$ cat src/rtl/joypad_pkg.sv
// -----------------------------------------------------------------------------
// joypad_pkg
// Shared types and constants for the Game Boy P1/JOYP joypad register.
//   btn_idx_t   : bit positions of the eight debounced buttons on btn[7:0]
//   P1_ADDR_DEF : default bus address of the P1 register
//   SEL_RESET   : reset value of the two select bits (nothing selected)
//   irq_state_t : joypad interrupt request FSM states
// -----------------------------------------------------------------------------
package joypad_pkg;

    typedef enum logic [2:0] {
        BTN_RIGHT  = 3'd0,
        BTN_LEFT   = 3'd1,
        BTN_UP     = 3'd2,
        BTN_DOWN   = 3'd3,
        BTN_A      = 3'd4,
        BTN_B      = 3'd5,
        BTN_SELECT = 3'd6,
        BTN_START  = 3'd7
    } btn_idx_t;

    localparam logic [15:0] P1_ADDR_DEF = 16'hFF00;
    localparam logic [1:0]  SEL_RESET   = 2'b11;

    typedef enum logic [1:0] {
        IDLE = 2'd0,
        PEND = 2'd1,
        GAP  = 2'd2
    } irq_state_t;

endpackage

$ cat src/rtl/joypad_edge_det.sv
// -----------------------------------------------------------------------------
// joypad_edge_det
// Remembers last cycle's active-low matrix nibble and flags any line that
// went from released (1) to pressed (0).
// Ports:
//   clk     : system clock
//   reset   : synchronous, active-high; previous nibble returns to 4'hF
//   i_nib   : current active-low matrix nibble
//   o_fall  : combinational, high while any nibble bit is falling
// -----------------------------------------------------------------------------
module joypad_edge_det (
    input  logic       clk,
    input  logic       reset,
    input  logic [3:0] i_nib,
    output logic       o_fall
);

    logic [3:0] r_prev_nib;

    // NOTE: state is written with non-blocking assignments so every register
    // samples its inputs from before the edge, independent of block ordering.
    always_ff @(posedge clk) begin
        if (reset) begin
            r_prev_nib <= 4'hF;
        end else begin
            r_prev_nib <= i_nib;
        end
    end

    assign o_fall = |(r_prev_nib & ~i_nib);

endmodule

$ cat src/rtl/joypad_ctrl.sv
// -----------------------------------------------------------------------------
// joypad_ctrl
// Game Boy P1/JOYP register: holds the CPU-written select bits, builds the
// active-low matrix nibble from the debounced buttons, returns it on reads and
// raises a level joypad interrupt on falling nibble lines, spaced by at least
// IRQ_MIN_GAP cycles after each acknowledge.
// Optional build macro: JOYPAD_SOCD_EN - clean opposite directions
// (Left+Right both released, Up/Down last-pressed wins).
// Ports:
//   clk, reset   : system clock, synchronous active-high reset
//   btn[7:0]     : debounced buttons, 1=pressed (see btn_idx_t)
//   addr, wr_en, rd_en, wdata : CPU bus access
//   rdata        : registered P1 read data
//   rdata_valid  : high one cycle after a decoded read
//   irq_req      : joypad interrupt request (level)
//   irq_ack      : one-cycle acknowledge from the interrupt controller
// -----------------------------------------------------------------------------
module joypad_ctrl
    import joypad_pkg::*;
#(
    parameter logic [15:0] P1_ADDR     = P1_ADDR_DEF,
    parameter int          IRQ_MIN_GAP = 16
) (
    input  logic        clk,
    input  logic        reset,
    input  logic [7:0]  btn,
    input  logic [15:0] addr,
    input  logic        wr_en,
    input  logic        rd_en,
    input  logic [7:0]  wdata,
    output logic [7:0]  rdata,
    output logic        rdata_valid,
    output logic        irq_req,
    input  logic        irq_ack
);

    localparam int                CNT_W    = $clog2(IRQ_MIN_GAP + 1);
    localparam logic [CNT_W-1:0]  CNT_LAST = CNT_W'(IRQ_MIN_GAP - 1);
    localparam logic [CNT_W-1:0]  CNT_MAX  = '1;

    logic [1:0]       r_sel;
    logic [7:0]       r_rdata;
    logic             r_rdata_valid;
    irq_state_t       r_state;
    logic             r_irq_req;
    logic [CNT_W-1:0] r_gap_cnt;
    logic             r_fall_pend;

    logic       w_p1_hit;
    logic       w_right, w_left, w_up, w_down;
    logic [3:0] w_dir, w_act, w_nib;
    logic       w_fall;
    logic       w_unused;

    // Only the select bits of a P1 write are stored.
    assign w_unused = ^{wdata[7:6], wdata[3:0]};
    assign w_p1_hit = (addr == P1_ADDR);

`ifdef JOYPAD_SOCD_EN
    logic r_up_d, r_down_d;
    logic r_ud_last;            // 0 = Up pressed last, 1 = Down pressed last
    logic w_ud_last;

    always_ff @(posedge clk) begin
        if (reset) begin
            r_up_d    <= 1'b0;
            r_down_d  <= 1'b0;
            r_ud_last <= 1'b0;
        end else begin
            r_up_d    <= btn[BTN_UP];
            r_down_d  <= btn[BTN_DOWN];
            r_ud_last <= w_ud_last;
        end
    end

    // The winner is taken from this cycle's rising edge so the cleaned
    // direction switches in the same cycle the second button lands.
    // NOTE: every always_comb output gets a default first so no path can
    // leave it unassigned and infer a latch.
    always_comb begin
        w_ud_last = r_ud_last;
        if (btn[BTN_DOWN] && !r_down_d) begin
            w_ud_last = 1'b1;
        end else if (btn[BTN_UP] && !r_up_d) begin
            w_ud_last = 1'b0;
        end
    end

    assign w_right = btn[BTN_RIGHT] & ~btn[BTN_LEFT];
    assign w_left  = btn[BTN_LEFT]  & ~btn[BTN_RIGHT];
    assign w_up    = btn[BTN_UP]    & ~(btn[BTN_DOWN] &  w_ud_last);
    assign w_down  = btn[BTN_DOWN]  & ~(btn[BTN_UP]   & ~w_ud_last);
`else
    assign w_right = btn[BTN_RIGHT];
    assign w_left  = btn[BTN_LEFT];
    assign w_up    = btn[BTN_UP];
    assign w_down  = btn[BTN_DOWN];
`endif

    // Active-low matrix: a select bit of 0 enables its button group.
    assign w_dir = ~{w_down, w_up, w_left, w_right};
    assign w_act = ~{btn[BTN_START], btn[BTN_SELECT], btn[BTN_B], btn[BTN_A]};
    assign w_nib = (r_sel[0] ? 4'hF : w_dir) & (r_sel[1] ? 4'hF : w_act);

    joypad_edge_det u_edge_det (
        .clk    (clk),
        .reset  (reset),
        .i_nib  (w_nib),
        .o_fall (w_fall)
    );

    // Bus side: a read in the same cycle as a write sees the old select bits.
    always_ff @(posedge clk) begin
        if (reset) begin
            r_sel         <= SEL_RESET;
            r_rdata       <= 8'hFF;
            r_rdata_valid <= 1'b0;
        end else begin
            if (wr_en && w_p1_hit) begin
                r_sel <= wdata[5:4];
            end
            r_rdata_valid <= rd_en && w_p1_hit;
            if (rd_en && w_p1_hit) begin
                r_rdata <= {2'b11, r_sel, w_nib};
            end
        end
    end

    // Interrupt FSM. irq_req is registered alongside the state so it changes
    // on the same edge as the state it belongs to.
    always_ff @(posedge clk) begin
        if (reset) begin
            r_state     <= IDLE;
            r_irq_req   <= 1'b0;
            r_gap_cnt   <= '0;
            r_fall_pend <= 1'b0;
        end else begin
            case (r_state)
                IDLE: begin
                    if (w_fall) begin
                        r_state   <= PEND;
                        r_irq_req <= 1'b1;
                    end
                end
                PEND: begin
                    // Falls while pending merge into the same request; a fall
                    // coinciding with the ack is carried into the gap.
                    if (irq_ack) begin
                        r_state     <= GAP;
                        r_irq_req   <= 1'b0;
                        r_gap_cnt   <= '0;
                        r_fall_pend <= w_fall;
                    end
                end
                GAP: begin
                    if (r_gap_cnt == CNT_LAST) begin
                        r_fall_pend <= 1'b0;
                        if (r_fall_pend || w_fall) begin
                            r_state   <= PEND;
                            r_irq_req <= 1'b1;
                        end else begin
                            r_state   <= IDLE;
                        end
                    end else begin
                        if (r_gap_cnt != CNT_MAX) begin
                            r_gap_cnt <= r_gap_cnt + CNT_W'(1);
                        end
                        if (w_fall) begin
                            r_fall_pend <= 1'b1;
                        end
                    end
                end
                default: begin
                    r_state   <= IDLE;
                    r_irq_req <= 1'b0;
                end
            endcase
        end
    end

    assign rdata       = r_rdata;
    assign rdata_valid = r_rdata_valid;
    assign irq_req     = r_irq_req;

endmodule

$ cat config.mk
export PLATFORM = sky130hd
export DESIGN_NAME = joypad_ctrl
export DESIGN_NICKNAME = d
export VERILOG_FILES = /design/src/rtl/joypad_pkg.sv /design/src/rtl/joypad_edge_det.sv /design/src/rtl/joypad_ctrl.sv
export SDC_FILE = /design/constraint.sdc
export NUM_CORES = 1
export LEC_CHECK = 0
export CAP_MARGIN = 20
export CORE_MARGIN = 4
export CORE_UTILIZATION = 45
export CTS_CLUSTER_SIZE = 25
export DETAILED_ROUTE_END_ITERATION = 8
export GPL_ROUTABILITY_DRIVEN = 0
export GPL_TIMING_DRIVEN = 0
export PLACE_DENSITY = 0.84
export SLEW_MARGIN = 15
export SYNTH_ARGS = -nofsm -noshare
export SYNTH_HDL_FRONTEND = slang
export SYNTH_SLANG_ARGS = --single-unit
$ cat constraint.sdc
create_clock -name clk -period 3.43 [get_ports clk]
set_input_delay 0.5145 -clock clk [delete_from_list [all_inputs] [get_ports clk]]
set_output_delay 0.5145 -clock clk [all_outputs]
set_load 0.01 [all_outputs]
==> metrics.md, run 1 <==
| Metric | Value |
|---|---|
| Buffers inserted by post-CTS timing repair | `0` |
| Worst EP arrival | `2.29 ns` |
| CTS tree | `yes` |
| Cell area after synthesis | `0.00112 sq mm` |
| Status | `finished, final reports clean` |
| Post-CTS Resized | `0` |
| Core ar. | `0.00230 sq mm` |
| Post-Layout Inst Area | `0.00159 sq mm` |
| Worst Hold Path EP | `irq_req$_SDFFE_PP0P_` |
| Fillcell total | `197` |
| Crit start category | `flip-flop` |
| Clk_lat worst skew | `0.31 ns` |
| Max H-tree Level | `1` |
| Reg clk slew, reported paths | `0.13 ns` |
| Worst Path Max Fanout | `6` |
| Die Area | `0.00335 sq mm` |
| Worst EP required | `3.60 ns` |
| Final net count | `212` |
| Largest net degree at the start of global routing | `14` |
| Dpl hpwl | `2.18 mm` |
| Clock Sinks | `22` |
| Cell count after synthesis | `124` |
| Chip width | `57.9 um` |
| Max Clock Freq | `472 MHz` |
| Post-DR wirelength/cell | `13.7 um` |
| Remaining DRCs | `0` |
| PortBufs | `38` |
| Final setup viols | `0` |
| Row Count | `17` |
| RSZ-0062 raised after global routing | `false` |
| Total gr overflow | `0` |
| Hold Slack | `0.492 ns` |
| Total placed cells including tap cells | `191` |
| Initial core utilization | `0.487` |
| Synth warn | `0` |
| Iteration-0 DRC Markers | `28` |
| Hold Crit Start | `irq_req$_SDFFE_PP0P_` |
| Number of global-route vias before repair | `1,034` |
| Distinct cell type count after synthesis | `37` |
| Vias post-DR | `1,004` |
| Maximum VDD drop | `0.200 mV` |
| R2r setup slk | `1.31 ns` |
| Post-CTS Hold Buffers | `0` |
| MaxCap Viol Count | `0` |
| R2r endpoint | `r_state[1]$_SDFFE_PP0P_` |
| Core Util, Final | `0.692` |
| Met3 Track Usage GR | `0.0356` |
| Slew at the pin with the worst max-slew slack | `0.666 ns` |
| Non-filler instance count after layout | `195` |
| Met2 global-route usage | `0.306` |
| Initial antenna violation count | `0` |
| Routed WL | `2.66 mm` |
| Num ports | `47` |
| Area grow syn2layout | `42.2%` |
| Total negative setup slack | `0 ns` |
| Synthesized area per cell | `9.02 sq um` |
| Placed Instance Area | `0.00154 sq mm` |
| Static Leak | `0.598 nW` |
| Die height | `57.9 um` |
| CP Class | `flip-flop to flip-flop` |
| Worst hold path depth | `1` |
| Tcrit/Tclk final | `0.618` |
| Worst Setup End Kind | `flip-flop` |
| CTS Buffer Depth | `2` |
| GRT Util Overall | `0.160` |
| Global-route wire length before repair | `4.22 mm` |
| ANT nets after route | `0` |
| Register-to-Register Path Depth | `7` |
| Sequential area share after synthesis | `0.394` |
| Final Hold Vio Count | `0` |
| Hold Crit Class | `flip-flop to flip-flop` |
| Met1 usage | `0.160` |
| Synth Register Bits | `22` |
| Via density | `5.15` |
| Max-slew headroom | `0.551` |
| Minimum clock period | `2.12 ns` |
| Antenna cells | `0` |
| First-pass iteration count of the detailed router | `4` |
| Pins Over Slew Limit | `0` |
| Worst r2r src | `r_gap_cnt[0]$_SDFFE_PP0P_` |
| Worst clock skew | `0.00502 ns` |
| GR peak layer | `met2` |
| Share of cells above drive strength 1 | `0.0898` |
| Pwr per Cell Area | `317 mW/mm^2` |
| CTS Root Cell | `clkbuf_4` |
| Num CTS Buffers | `3` |
cells by family after synthesis:
kind of cell | share of synthesized area
flops | 0.394
buf+inv | 0.0447
fa+ha+maj | 0.0783
compound gates | 0.116
other cells | 0.00335
mux | 0.0940
simple gates | 0.246
xor+xnor | 0.0235
worst max-delay path, cell delays in order, from the launching register on:
cell,delay [ns]
dfxtp_1,0.36
ha_1,0.22
and3_1,0.20
ha_1,0.21
o21ai_0,0.54
nor4b_1,0.12
a31oi_1,0.17
o311ai_0,0.16
power by group:
part	switching (mW)	internal, mW
Combinational	0.0128	0.0350
Sequential	0.00000186	0.255
Clock	0.0829	0.118
Total	0.0957	0.409
cell usage after synthesis:
| cell type | instances | area share |
|---|---|---|
| a21o_1 | 1 | 0.0067 |
| a21oi_1 | 4 | 0.018 |
| a31oi_1 | 1 | 0.0056 |
| and3_1 | 2 | 0.011 |
| and4_1 | 1 | 0.0078 |
| buf_2 | 1 | 0.0045 |
| buf_4 | 2 | 0.013 |
| clkbuf_1 | 2 | 0.0067 |
| clkinv_1 | 1 | 0.0034 |
| conb_1 | 1 | 0.0034 |
| dfxtp_1 | 22 | 0.39 |
| ha_1 | 7 | 0.078 |
| inv_1 | 5 | 0.017 |
| mux2_1 | 4 | 0.040 |
| mux2i_1 | 6 | 0.054 |
| nand2_1 | 6 | 0.020 |
| nand2_2 | 1 | 0.0056 |
| nand2b_1 | 2 | 0.011 |
| nand3_1 | 1 | 0.0045 |
| nand4_1 | 3 | 0.017 |
| nand4b_1 | 1 | 0.0078 |
| nor2_1 | 14 | 0.047 |
| nor2b_1 | 8 | 0.045 |
| nor3_2 | 1 | 0.0089 |
| nor4_1 | 1 | 0.0056 |
| nor4_2 | 1 | 0.011 |
| nor4b_1 | 1 | 0.0078 |
| nor4b_2 | 1 | 0.013 |
| o21a_1 | 1 | 0.0067 |
| o21ai_0 | 11 | 0.049 |
| o21ai_1 | 1 | 0.0045 |
| o221a_1 | 1 | 0.010 |
| o2bb2ai_1 | 1 | 0.0078 |
| o311ai_0 | 1 | 0.0078 |
| or2_2 | 4 | 0.022 |
| xnor2_1 | 1 | 0.0078 |
| xor2_1 | 2 | 0.016 |
metrics by stage:
| stage | total power, mW | setup WS [ns] |
|---|---|---|
| global placement | 0.308 | 1.25 |
| CTS | 0.507 | 1.31 |
| finish | 0.504 | 1.31 |
| detailed placement | 0.309 | 1.19 |
| global route | 0.519 | 1.16 |
| floorplan | 0.271 | 1.62 |
how the worst max path moves through the flow:
stage | to | depth (start not counted) | startpoint
2_1_floorplan | r_gap_cnt[3]$_SDFFE_PP0P_ | 9 | r_gap_cnt[0]$_SDFFE_PP0P_
6_report | r_state[1]$_SDFFE_PP0P_ | 7 | r_gap_cnt[0]$_SDFFE_PP0P_
3_3_place_gp | rdata[2]$_SDFFE_PP1P_ | 6 | addr[0]
3_5_place_dp | rdata[2]$_SDFFE_PP1P_ | 6 | addr[0]
4_1_cts | r_state[1]$_SDFFE_PP0P_ | 7 | r_gap_cnt[0]$_SDFFE_PP0P_
5_1_grt | r_state[1]$_SDFFE_PP0P_ | 7 | r_gap_cnt[0]$_SDFFE_PP0P_
placed cells by master, fill, tap and decap left out, drive strengths merged, types with 3 or more instances in the layout:
cell,synthesis,final
nand2,7,7
clkbuf,2,5
nor2b,8,8
ha,7,7
o21ai,12,12
a21oi,4,4
clkdlybuf4s50,0,38
inv,5,5
nor2,14,14
mux2i,6,6
mux2,4,4
nand4,3,3
dfxtp,22,22
buf,3,3
or2,4,4
metal layers:
metal,up-vias,wire length [um]
met5,-,0
met4,0,32
met3,4,174
met2,35,1410
met1,455,1050
li1,510,-
registers in the layout (all words and copies together) (netlist names):
name	cells
rdata_valid	1
r_sel	2
irq_req	1
r_fall_pend	1
u_edge_det.r_prev_nib	4
r_gap_cnt	5
r_state	2
rdata	6
layout make-up:
type                            count  area [sq um]  area share
Multi-Input combinational cell     92           632       0.397
Sequential cell                    22           440       0.277
Timing Repair Buffer               38           380       0.239
Tap cell                           28          35.0      0.0220
Clock inverter                      1          30.0      0.0189
Buffer                              5          27.5      0.0173
Clock buffer                        3          22.5      0.0142
Inverter                            6          22.5      0.0142
Power figures use the tool's default switching activity.
==> inputs of run 2 (changes only) <==
CORE_UTILIZATION = 38   (was 45)
PLACE_DENSITY = 0.76   (was 0.84)
clock period = 1.8 ns   (was 3.43 ns; I/O delays follow)
==> run 2 against run 1 <==
Net effect:
- maximum frequency is 24% higher
- cell count grew 3.1%
- setup slack worse by 1.2 ns
- total power rose by 88%
- critical path type unchanged
- global-route usage fell by 3.5 points
- clock skew grew 0.0064 ns
==> metrics.md, run 2 (synthesis results as in run 1) <==
| Metric | Value |
|---|---|
| Vias post-DR | `1,014` |
| Worst EP arrival | `1.90 ns` |
| Hold Crit Class | `flip-flop to flip-flop` |
| CTS Root Cell | `clkbuf_4` |
| Die height | `62.3 um` |
| Max reg flops | `6` |
| Num ports | `47` |
| Number of global-route vias before repair | `1,025` |
| NetSw | `0.172 mW` |
| Antenna cells | `0` |
| Chip width | `62.3 um` |
| Reg clk slew, reported paths | `0.11 ns` |
| Iteration-0 DRC Markers | `27` |
| Met1 usage | `0.142` |
| Worst Path Max Fanout | `6` |
| Clk_lat worst skew | `0.31 ns` |
| Area grow syn2layout | `47.3%` |
| Final Hold Vio Count | `0` |
| Pins Over Slew Limit | `0` |
| GRT Util Overall | `0.125` |
| Static Leak | `0.620 nW` |
| Status | `finished, final reports clean` |
| Num CTS Buffers | `3` |
| DP Worst Slack | `-0.203 ns` |
| Routed WL | `2.48 mm` |
| Worst EP required | `1.99 ns` |
| Core Util, Final | `0.592` |
| Remaining DRCs | `0` |
| Hold Crit Start | `irq_req$_SDFFE_PP0P_` |
| Most frequent cells in the layout | `38 x clkdlybuf4s50_1, 20 x dfxtp_1, 14 x nor2_1` |
| Flop pwr share | `0.512` |
| GR peak layer | `met2` |
| Pwr per Cell Area | `577 mW/mm^2` |
| Total gr overflow | `0` |
| CTS Buffer Depth | `2` |
| PortBufs | `38` |
| Commonest non-fill, non-tap cell in the layout | `clkdlybuf4s50_1` |
| Post-DR wirelength/cell | `12.3 um` |
| Row Count | `19` |
| Minimum clock period | `1.71 ns` |
| MaxCap Viol Count | `0` |
| First-pass iteration count of the detailed router | `4` |
| ANT nets after route | `0` |
| Max H-tree Level | `1` |
| Tcrit/Tclk final | `0.951` |
| Via density | `5.04` |
| Met3 Track Usage GR | `0.0324` |
| Clock share of power | `0.392` |
| Sw Share | `0.181` |
| Global-route wire length before repair | `4.11 mm` |
| Dpl hpwl | `2.01 mm` |
| Initial antenna violation count | `0` |
| Largest net degree at the start of global routing | `14` |
| Final setup viols | `0` |
| CP Class | `flip-flop to flip-flop` |
| Met2 global-route usage | `0.231` |
| Clock Sinks | `22` |
| Die Area | `0.00388 sq mm` |
| Final net count | `215` |
| Worst Setup End Kind | `flip-flop` |
| Initial core utilization | `0.402` |
| Crit start category | `flip-flop` |
| PnR worst setup slack | `0.0882 ns` |
| Int Pwr | `0.778 mW` |
| Max Clock Freq | `584 MHz` |
| Worst r2r src | `r_gap_cnt[0]$_SDFFE_PP0P_` |
| Combinational Power Share | `0.096` |
| CTS tree | `yes` |
| Worst clock skew | `0.0115 ns` |
| Share of cells above drive strength 1 | `0.141` |
| Maximum VDD drop | `0.644 mV` |
| Core ar. | `0.00278 sq mm` |
| Crit path from | `r_gap_cnt[0]$_SDFFE_PP0P_` |
==> run 2: cell count changes in the layout (fill, tap and decap cells not counted), sizes merged <==
cell / delta
buf: +4
clkbuf: -1
==> run 2: timing repair <==
item                                    CTS  global route
pin swaps                                 0             3
hold endpoints to repair                  0             0
endpoints found under the setup margin    6             4
cloned                                    0             0
resized for setup                         5             6
setup buffers                             1             2
hold buffers                              0             0
==> run 2: area by class of cell <==
| cell class | instances | area, sq um |
|---|---|---|
| inverter | 6 | 22.5 |
| clock inverter | 1 | 30.0 |
| tap | 31 | 38.8 |
| buffer | 5 | 35.0 |
| fill | 243 | 1130 |
| timing repair buffer | 41 | 403 |
| multi-input combinational | 92 | 653 |
| sequential | 22 | 443 |
| clock buffer | 3 | 22.5 |
==> run 2: worst paths after layout <==
| path | cells past startpoint | end | slack, ns |
|---|---|---|---|
| worst max register to register | 9 | r_gap_cnt[3]$_SDFFE_PP0P_ | 0.09 |
| worst min register to register | 1 | irq_req$_SDFFE_PP0P_ | 0.48 |
| worst min-delay path | 1 | irq_req$_SDFFE_PP0P_ | 0.48 |
| worst max-delay path | 9 | r_gap_cnt[3]$_SDFFE_PP0P_ | 0.09 |
==> run 2: metrics by stage <==
step                      total power [mW]  hold WS, ns  std cells  TNS (ns)  instance area (sq um)
after global placement               0.588        0.453        194    -0.630                   1540
after floorplan                      0.517        0.431        125         0                   1120
after detailed placement             0.590        0.458        194     -1.06                   1540
after CTS                            0.964        0.486        199         0                   1610
final                                0.950        0.476        201         0                   1650
after global routing                 0.986        0.510        201  -0.00464                   1650
==> run 2: metal layers <==
metal	routed length, um	vias up
met4	23	0
met3	179	4
met2	1260	40
met5	0	-
met1	1020	454
li1	-	516
==> run 2: power groups by stage <==
stage	sequential (mW)	combinational (mW)	clock (mW)
finish	0.487	0.0909	0.373
global route	0.487	0.0967	0.402
CTS	0.487	0.0921	0.385
detailed placement	0.498	0.0919	0
global placement	0.498	0.0899	0
floorplan	0.498	0.0193	0
==> run 2: critical path: stages, from the launching register on <==
cell and delay [ns]:
dfxtp_2 0.34, ha_1 0.20, and3_4 0.20, ha_1 0.18, o21ai_1 0.10, and3_1 0.17, buf_6 0.12, nand4_1 0.10
xor2_1 0.16, nor2_1 0.05
==> edit 1: new RTL, settings of run 2 <==
`IRQ_MIN_GAP`: 16 -> 8.
--- a/src/rtl/joypad_ctrl.sv
+++ b/src/rtl/joypad_ctrl.sv
@@ -19,7 +19,7 @@
     import joypad_pkg::*;
 #(
     parameter logic [15:0] P1_ADDR     = P1_ADDR_DEF,
-    parameter int          IRQ_MIN_GAP = 16
+    parameter int          IRQ_MIN_GAP = 8
 ) (
     input  logic        clk,
     input  logic        reset,
Check against the original RTL: no difference found for any inputs over 10 cycles, from zero or initial values and one cycle with reset high; that may be too few to reach the edited logic, so the function may still have changed.
==> edit 1 against run 2 <==
  * Synthesized cell count down 1.6%
  * Routed wire length down 5.0%
  * Critical path depth down 3
  * Worst hold slack worse by 210 ps
  * Area after synthesis up 0.11%
  * Setup slack better by 13 ps
  * Final area down 5.5%
  * Power down 18%
  * Sequential cell count down 1
  * Die area about the same
  * Clock power down 40%
  * Final cell count down 3.5%
  * Critical path type unchanged
==> edit 1: results (changes against run 2) <==
* Outcome: finished, final reports clean
* Pin count of the biggest net entering global routing at 12 (-2)
* Ys async rst share at 0% (unchanged)
* Non-clock inverters at 5 (-1)
* Vias in the first global route at 963 (-6.0%)
* Filler Cells Inserted at 257 (+5.8%)
* Final period demand of the worst path at 1700 ps (-12.5 ps)
* Compound-Gate Fraction of Synth Area at 15.3% (+3.7 points)
* Top post-synthesis cells by area: dfxtp_1 (38%), ha_1 (5.6%), nor2b_1 (4.5%)
* Clk buf depth at 2 (unchanged)
* Clk_lat worst skew at approximately 300 ps
* Fraction of area in multi-input gates at 41.7% (+2.1 points)
* Iter 0 DRT Violations at 28 (+3.7%)
* Max FO, Critical Path at 6 (unchanged)
* CTS Buf Count at 3 (unchanged)
* Seq. cell area at 420 um2 (-5.1%)
* Post-CTS Setup Inserts at 0 (-1)
* First-pass GRT wire length at 3880 um (-5.6%)
* Antenna cell count at 0 (unchanged)
* P_leak at 0.578 nW (-6.8%)
* End of the critical path: r_state[1]
* Post-CTS sizing at 0 (-5)
* Vias at 999 (-1.5%)
* Sequential fraction of the synthesis area at 37.5% (-1.8 points)
* Final-layout non-clock buffer area share at 25.9% (-0.63 points)
* Nets@finish at 206 (-4.2%)
* Sequential cell count at 21 (-4.5%)
* Distinct cells, synth at 39 (+5.4%)
* Top cells by count, synth: dfxtp_1 (21), nor2_1 (11), nand2_1 (8), nor2b_1 (8)
* Buffers added on ports at 37 (-2.6%)
* Pre-antenna DRT Iters at 4 (unchanged)
* Post-synthesis mux area share at 7.60% (-1.8 points)
* Dominant synthesized flop cell: dfxtp_1
* Total track usage at 11.8% (-0.73 points)
* Worst clock skew at 8.67 ps (-2.78 ps)
* Clock-cell share of area at 1.69% (-1.5 points)
* Share of cells above drive strength 1 at 13.5% (-0.62 points)
* Area share of fa/ha/maj cells after synthesis at 5.59% (-2.2 points)
* DP HPWL at 1920 um (-4.9%)
* Worst IR Drop VDD at 0.000261 V (-59%)
* Detailed Route WL at 2360 um (-5.0%)
* Dpl ws at -186 ps (+16.1 ps)
* Reg2Reg Setup Slack at slightly above 100 ps
* Post-synthesis xor/xnor area fraction at 0% (-2.3 points)
* Clkbuf count at 4 (+1)
* Non-clock buffers at 42 (-8.7%)
* Reg2reg path depth at 6 (-3)
* Min-delay worst type: input port to register
* Reg2reg end: r_state[1]
* Multi-input gate count at 91 (-1.1%)
-- edit 1: cell families after synthesis --
| logic type | Yosys count |
|---|---|
| other | 1 |
| AOI/OAI and AO/OA | 23 |
| and+or+nand+nor | 53 |
| buffers and inverters | 11 |
| muxes | 8 |
| adders and majority gates | 5 |
| DFF | 21 |
-- edit 1: worst min path at each step --
stage / startpoint / end / cells after the start / slack [ps]
after global placement: r_gap_cnt[1] / r_gap_cnt[1] / 2 / 460
after detailed placement: irq_req / irq_req / 2 / 460
final: reset / r_state[0] / 3 / 270
after floorplan: wdata[4] / r_sel[0] / 2 / 430
after global routing: reset / r_state[0] / 3 / 280
after CTS: reset / r_state[0] / 3 / 260
-- edit 1: per-stage QoR --
step                      cells  hold WS [ps]  power, mW  TNS, ps  cell area [um2]
after floorplan             123           431      0.498        0             1120
after global placement      191           460      0.562     -671             1530
after detailed placement    191           465      0.563     -833             1530
after CTS                   195           261      0.785        0             1560
after global routing        194           282      0.810        0             1560
final                       194           269      0.775        0             1560
-- edit 1: critical path, cell delays in order (launching register included) --
cell     delay (ps)
dfxtp_1         400
ha_1            230
nand2_1         120
nor2_2          160
o21ai_4          90
nor3b_1         140
or4_1           460
-- edit 1: per-layer routing --
layer / share of wire (%) / track usage, % / vias to the layer above
li1: - / - / 508
met1: 41 / 13.0 / 452
met2: 49 / 20.7 / 35
met3: 8.4 / 3.78 / 4
met4: 1.7 / 4.77 / 0
met5: 0 / 0 / -
-- edit 1: power by group --
| group | switching, mW | leakage, nW | total (mW) | internal (mW) |
|---|---|---|---|---|
| combinational | 0.0202 | 0.393 | 0.0875 | 0.0673 |
| clock | 0.137 | 0.0150 | 0.223 | 0.0863 |
| sequential | 0.00000228 | 0.170 | 0.464 | 0.464 |
| total | 0.157 | 0.578 | 0.775 | 0.618 |
==> edit 2: new RTL, flow settings as in run 2 <==
Made on the original files. The 3 states of `irq_state_t` get a one-hot encoding in 3 bits.
--- a/src/rtl/joypad_pkg.sv
+++ b/src/rtl/joypad_pkg.sv
@@ -22,10 +22,10 @@
     localparam logic [15:0] P1_ADDR_DEF = 16'hFF00;
     localparam logic [1:0]  SEL_RESET   = 2'b11;
 
-    typedef enum logic [1:0] {
-        IDLE = 2'd0,
-        PEND = 2'd1,
-        GAP  = 2'd2
+    typedef enum logic [2:0] {
+        IDLE = 3'b001,
+        PEND = 3'b010,
+        GAP  = 3'b100
     } irq_state_t;
 
 endpackage
Formal check against the unedited RTL: same outputs for any inputs over 10 cycles, from zero or initial values and one cycle with reset high; not proved beyond that.
==> edit 2 against run 2 <==
  * The flow now finishes with violations (setup timing)
  * Sequential cell count grew 1
  * Final area up 6.8%
  * Count of clock-buffer cells in the layout rose by 1
  * Clock skew fell by 9.0 ps
  * Area after synthesis increased by 1.2%
  * Clock power shrank 35%
  * Power shrank 3.5%
  * Setup slack got worse by 290 ps
  * Routed wire length increased by 9.1%
  * Worst hold slack got worse by 95 ps
  * Sequential share of layout area decreased by 0.56 points
  * Die area up 1.1%
  * Final cell count rose by 5.5%
  * Largest power group unchanged
==> edit 2: results (changes against run 2) <==
* Dpl cell area at 1580 um2 (+2.5%)
* Worst setup margin at -197 ps (-285 ps)
* Sequential fraction of the synthesis area at 40.7% (+1.3 points)
* Pin count of the biggest net entering global routing at 13 (-1)
* Distinct cells, synth at 40 (+8.1%)
* Max FO, Critical Path at 4 (-2)
* Worst IR Drop VDD at 0.000475 V (-26%)
* Avg Cell Area, Syn at 8.71 um2 (-3.4%)
* Placed cell count at 199 (+2.6%)
* Detailed Route WL at 2710 um (+9.1%)
* Slowest stage delay, CP at 380 ps (+40 ps)
* Nets@finish at 222 (+3.3%)
* Failing checks: setup timing
* Share of cells above drive strength 1 at 20.4% (+6.3 points)
* Outcome: complete, but fails checks
* # setup viols final at 9 (+9)
* Setup_tns at -1440 ps (-1440 ps)
* Post-CTS Setup Inserts at 7 (+6)
* Total track usage at 14.3% (+1.7 points)
* CP Data Arrival Time at 2200 ps (+300 ps)
* Min-delay worst type: input port to register
* Top post-synthesis cells by area: dfxtp_1 (41%), nor2_1 (5.6%), nor2b_1 (4.4%)
* Max stage delay cell, worst path: or3b_4
* Buffers added on ports at 37 (-2.6%)
* Post-CTS sizing at 9 (+4)
-- edit 2: changes by cell type after synthesis, sizes merged, moves of 3 or more --
cell    change
a211o       +4
nand3       +3
a21oi       +3
nand3b      +3
mux2        -4
o21ai       -5
nor2        +3
mux2i       -5
ha          -4
-- edit 2: layer usage --
metal / track usage (%) / wire length, um / up-vias
met2: 24.4 / 1320 / 44
met1: 15.9 / 1130 / 504
met5: 0 / 0 / -
li1: - / - / 552
met4: 3.86 / 23 / 0
met3: 6.65 / 227 / 6
-- edit 2: power by group --
part | switching (mW) | internal (mW) | leakage [nW]
registers | 0.0113 | 0.517 | 0.187
clock network | 0.155 | 0.0866 | 0.0150
logic | 0.0537 | 0.0932 | 0.509
total | 0.220 | 0.697 | 0.711
-- edit 2: area by class of cell --
type	count	area (um2)
Inverter	4	15.0
Timing Repair Buffer	47	472
Multi-Input combinational cell	98	718
Clock buffer	4	26.3
Buffer	5	26.3
Tap cell	31	38.8
Fill cell	250	1050
Sequential cell	23	463
-- edit 2: path summary, 6_finish.rpt --
path	start	endpoint	slack, ps	depth (start not counted)
setup / recovery	r_gap_cnt[1]	r_gap_cnt[0]	-200	8
hold / removal	reset	u_edge_det.r_prev_nib[2]	380	2
setup reg to reg	r_gap_cnt[1]	r_gap_cnt[0]	-200	8
hold reg to reg	rdata[2]	rdata[2]	480	1
-- edit 2: cell families (layout without fill, tap and decap cells) --
family                     count (synthesis)  in the layout  share of synthesized area, %
and+or+nand+nor                           61             61                          31.3
AOI/OAI and AO/OA                         28             28                          16.6
DFF                                       23             23                          40.7
buffers and inverters                     10             60                          4.64
adders and majority gates                  3              3                          3.32
xor gates and xnor gates                   3              3                          2.32
other                                      1              2                         0.331
muxes                                      1              1                         0.884
